==> src/rtl/scan_decoder_pkg.sv <==
// Shared constants for the scan_decoder block: mode and scan-direction encodings.
// Optional down-scanning is enabled in the top level by defining SCAN_DIR_EN.
package scan_decoder_pkg;

    localparam logic MODE_DIRECT = 1'b0;
    localparam logic MODE_SCAN   = 1'b1;

    localparam logic DIR_UP      = 1'b0;
    localparam logic DIR_DOWN    = 1'b1;

endpackage : scan_decoder_pkg

==> src/rtl/scan_prescaler.sv <==
// Modulo-DIV step prescaler: counts while enabled and flags the terminal count.
// tick_c is combinational and valid for the edge on which the count wraps.
module scan_prescaler #(
    parameter int unsigned DIV = 4
) (
    input  logic clk,
    input  logic rst,
    input  logic en,
    input  logic clr,
    output logic tick_c
);

    localparam int unsigned      CNT_W   = (DIV > 1) ? $clog2(DIV) : 1;
    localparam logic [CNT_W-1:0] CNT_MAX = CNT_W'(DIV - 1);

    logic [CNT_W-1:0] cnt;
    logic [CNT_W-1:0] cnt_n;

    // A clear always wins, so no tick is reported on a clearing edge.
    assign tick_c = en && !clr && (cnt == CNT_MAX);

    always_comb begin
        cnt_n = cnt;
        if (clr) begin
            cnt_n = '0;
        end else if (en) begin
            cnt_n = (cnt == CNT_MAX) ? '0 : cnt + CNT_W'(1);
        end
    end

    always_ff @(posedge clk or posedge rst) begin
        if (rst) begin
            cnt <= '0;
        end else begin
            cnt <= cnt_n;
        end
    end

endmodule : scan_prescaler

==> src/rtl/scan_decoder.sv <==
// Registered SEL_W-to-2^SEL_W one-hot decoder with direct-load and timed scan modes.
// Define SCAN_DIR_EN to add the dir port and allow down-scanning.
module scan_decoder
    import scan_decoder_pkg::*;
#(
    parameter int unsigned SEL_W = 2,
    parameter int unsigned DIV   = 4
) (
    input  logic                  clk,
    input  logic                  rst,
    input  logic                  en,
    input  logic                  mode,
    input  logic                  ld,
    input  logic [SEL_W-1:0]      sel,
`ifdef SCAN_DIR_EN
    input  logic                  dir,
`endif
    output logic [2**SEL_W-1:0]   o,
    output logic [SEL_W-1:0]      idx,
    output logic                  wrap
);

    localparam int unsigned      OUT_W   = 2**SEL_W;
    localparam logic [SEL_W-1:0] IDX_MAX = '1;

    logic             mode_q;
    logic             clr_c;
    logic             tick_c;
    logic             down_c;
    logic [SEL_W-1:0] idx_n;
    logic [OUT_W-1:0] o_n;
    logic             wrap_n;

`ifdef SCAN_DIR_EN
    assign down_c = (dir == DIR_DOWN);
`else
    assign down_c = DIR_UP;
`endif

    // Prescaler restarts in direct mode, on any mode change and on every accepted load.
    assign clr_c = (mode != MODE_SCAN) || (mode != mode_q) || (en && ld);

    scan_prescaler #(
        .DIV    (DIV)
    ) u_prescaler (
        .clk    (clk),
        .rst    (rst),
        .en     (en),
        .clr    (clr_c),
        .tick_c (tick_c)
    );

    // Load beats a coincident tick; only a real step across the end of range flags wrap.
    always_comb begin
        idx_n  = idx;
        wrap_n = 1'b0;
        if (en) begin
            if (ld) begin
                idx_n = sel;
            end else if (tick_c) begin
                if (down_c) begin
                    idx_n  = idx - SEL_W'(1);
                    wrap_n = (idx == '0);
                end else begin
                    idx_n  = idx + SEL_W'(1);
                    wrap_n = (idx == IDX_MAX);
                end
            end
        end
        o_n = en ? (OUT_W'(1) << idx_n) : '0;
    end

    always_ff @(posedge clk or posedge rst) begin
        if (rst) begin
            idx    <= '0;
            o      <= '0;
            wrap   <= 1'b0;
            mode_q <= MODE_DIRECT;
        end else begin
            idx    <= idx_n;
            o      <= o_n;
            wrap   <= wrap_n;
            mode_q <= mode;
        end
    end

endmodule : scan_decoder

==> config.mk <==
export PLATFORM = sky130hd
export DESIGN_NAME = scan_decoder
export DESIGN_NICKNAME = d
export VERILOG_FILES = /design/src/rtl/scan_decoder_pkg.sv /design/src/rtl/scan_prescaler.sv /design/src/rtl/scan_decoder.sv
export SDC_FILE = /design/constraint.sdc
export NUM_CORES = 1
export LEC_CHECK = 0
export ABC_CLOCK_PERIOD_IN_PS = 2500
export BUFFER_PORTS_ARGS = -buffer_cell sky130_fd_sc_hd__clkbuf_2
export CORE_AREA = 2 2 39 41
export CTS_BUF_LIST = sky130_fd_sc_hd__clkbuf_16
export DETAILED_ROUTE_END_ITERATION = 12
export DIE_AREA = 0 0 41 43
export SYNTH_ARGS = -nofsm -noshare
export SYNTH_HDL_FRONTEND = slang
export SYNTH_SLANG_ARGS = --single-unit
==> constraint.sdc <==
create_clock -name clk -period 2.5 [get_ports clk]
set_input_delay 0.25 -clock clk [delete_from_list [all_inputs] [get_ports clk]]
set_output_delay 0.25 -clock clk [all_outputs]
set_load 0.01 [all_outputs]
==> qor.yml <==
status: "completed"
numPortBuffers: 13
required_ns: 2.61
startpoint_type: "register"
worstPathCellList: "ha_1, nand4_1, o21ai_0, a22o_1, nor3_2"
rsz0062_at_grt: "false"
fin_ws_ns: 0.990
grt_usage_pct: 15.9
p_per_area_nw_per_um2: 760
drt_first_iter_violations: 14
cts_resized: 0
worst_slew_pin_slew_ns: 0.390
synthTopCellsByCount: "dfrtp_1 (10), nand2_1 (6), nand3_1 (4)"
dpl_cell_area_um2: 611
arrival_ns: 1.62
drc: 0
dp_slack_ns: 1.01
ir_drop_mv: 0.412
crit_family: "flip-flops"
worst_slew_margin_rel_pct: 74.0
dr.pass1.iters: 4
endpoint_kind: "register"
max_freq_ghz: 0.662
ant_nets: 0
cts-root-buf: "clkbuf_16"
die_area_um2: 1760
path_clk_slew_ns: 0.04
cts_buffer_depth: 2
drv_cap: 0
fin_skew_ns: 0.00278
initial_core_util_pct: 38.3
ys_seq_area_share_pct: 47.2
synthTopCellsByArea: "dfrtp_1 (47%), ha_1 (4.7%), nand2_1 (4.2%)"
synthFlopType: "dfrtp_1"
wl_met2_um: 479
grt_max_degree: 12
final-max-slew-violation-count: 0
crit_type: "register to register"
grt-ovfl-total: 0
numClockSinks: 10
synthCells: 54
yosys.area.top_type_share_pct: 47.2
place.gp.congestion: 0.861
syn_nets: 63
yosys.area.top_type: "dfrtp_1"
critPathBufInv: 0
period_share_pct: 60.4
synth_area_um2: 531
drt-total-wl_mm: 1.11
async_reset_ff_share_pct: 100
io_pins: 14
ys_warn_count: 0
top_layer_used: "met4"
p_leak_uw: 0.000340
die_y_um: 43
antenna_found_initial: 0
grt_pass1_wl_mm: 1.80
wl_met1_um: 539
area_growth_syn_to_layout_pct: 31.1
power.total_uw: 529
holdCritPathClass: "input pin to register"
cp_slowest_stage_delay_ns: 0.47
hold_ws_ns: 0.202
slowest_stage: "dfrtp_1"
cts_buffers: 3
setup_viol: 0
tns_ns: 0
dr_total_vias: 472
cp_max_fo: 9
ys_ff_latch: 10
diodes: 0
yosysMostFrequentCell: "dfrtp_1"
coreArea_um2: 1380
yosysUniqueCellTypes: 26
tritoncts: "done"
hold_viol_final: 0
htreeDepth: 1
met3_length_um: 56
rows: 14
drive_gt1_share_pct: 30.0
grt_pass1_vias: 401
avgRoutedWirePerCell_um: 13.0
synth_edf_count: 0
dieWidth_um: 41
viasPerCell: 5.49
clk_latency_ns: 0.23
avgSynthCellArea_um2: 9.82
design_area_um2: 696
fin_nets: 81
min_period_ns: 1.51
state kept, by name (all words and copies together), names as in the netlist:
signal	count
idx	2
u_prescaler.cnt	2
o	4
mode_q	1
wrap	1
final cells by class:
class,instances,area (um^2)
well taps,16,20.0
flip-flops and latches,10,250
repair buffers,14,75.1
multi-input cells,40,264
fillers,133,688
clock buffers,3,75.1
inverters,3,11.3
cell families (layout without fill, tap and decap cells):
group / after synthesis / in the layout / synth area share (%)
compound gates: 16 / 16 / 21.2
xor+xnor: 1 / 1 / 1.65
fa+ha+maj: 2 / 2 / 4.72
mux: 1 / 1 / 2.12
buf+inv: 4 / 20 / 3.06
flops: 10 / 10 / 47.2
simple gates: 20 / 20 / 20.0
worst register-to-register path: cells and delay by family (launching register included):
| kind | cells | cell delay, ns |
|---|---|---|
| and+or+nand+nor | 2 | 0.18 |
| adders and majority gates | 1 | 0.39 |
| DFF | 1 | 0.47 |
| AOI/OAI and AO/OA | 2 | 0.35 |
worst paths after layout:
kind	slack (ns)	startpoint	cells after the start	to
worst max-delay path	0.99	idx[0]	5	o[0]
min in group asynchronous	0.52	rst	3	wrap
worst max register to register	0.99	idx[0]	5	o[0]
worst min register to register	0.53	u_prescaler.cnt[1]	2	u_prescaler.cnt[1]
max in group asynchronous	1.70	rst	3	idx[0]
worst min-delay path	0.20	mode	1	mode_q
cells in the final DEF, fill, tap and decap left out, types with 2 or more instances in the layout:
cell type and instances:
o21ai_0 2, nand2_1 6, o31ai_1 2, dfrtp_1 10, clkbuf_16 3, clkbuf_2 13, ha_1 2, inv_1 3
nand3_1 4, a31oi_1 3, a21oi_1 3, nor2_1 3
per-layer routing:
metal / vias up / GRT usage [%]
li1: 238 / -
met1: 211 / 22.8
met2: 18 / 19.1
met3: 5 / 4.71
met4: 0 / 12.0
met5: - / 0
stage by stage:
step                      util, %  cells
after global routing         50.3     86
after floorplan                 -     54
final                        50.3     86
after global placement       44.1     82
after detailed placement     44.1     82
after CTS                    50.3     86
where the power goes:
| group | internal [uW] | switching, uW | total, uW |
|---|---|---|---|
| registers | 172 | 11.4 | 184 |
| clock network | 207 | 68.7 | 276 |
| logic | 30.8 | 39.0 | 69.8 |
| total | 410 | 119 | 529 |
timing repair:
action                    4_1_cts  5_1_grt
setup buffers                   0        0
hold endpoints to repair       10        0
hold buffers                    1        0
Power figures use the tool's default switching activity.
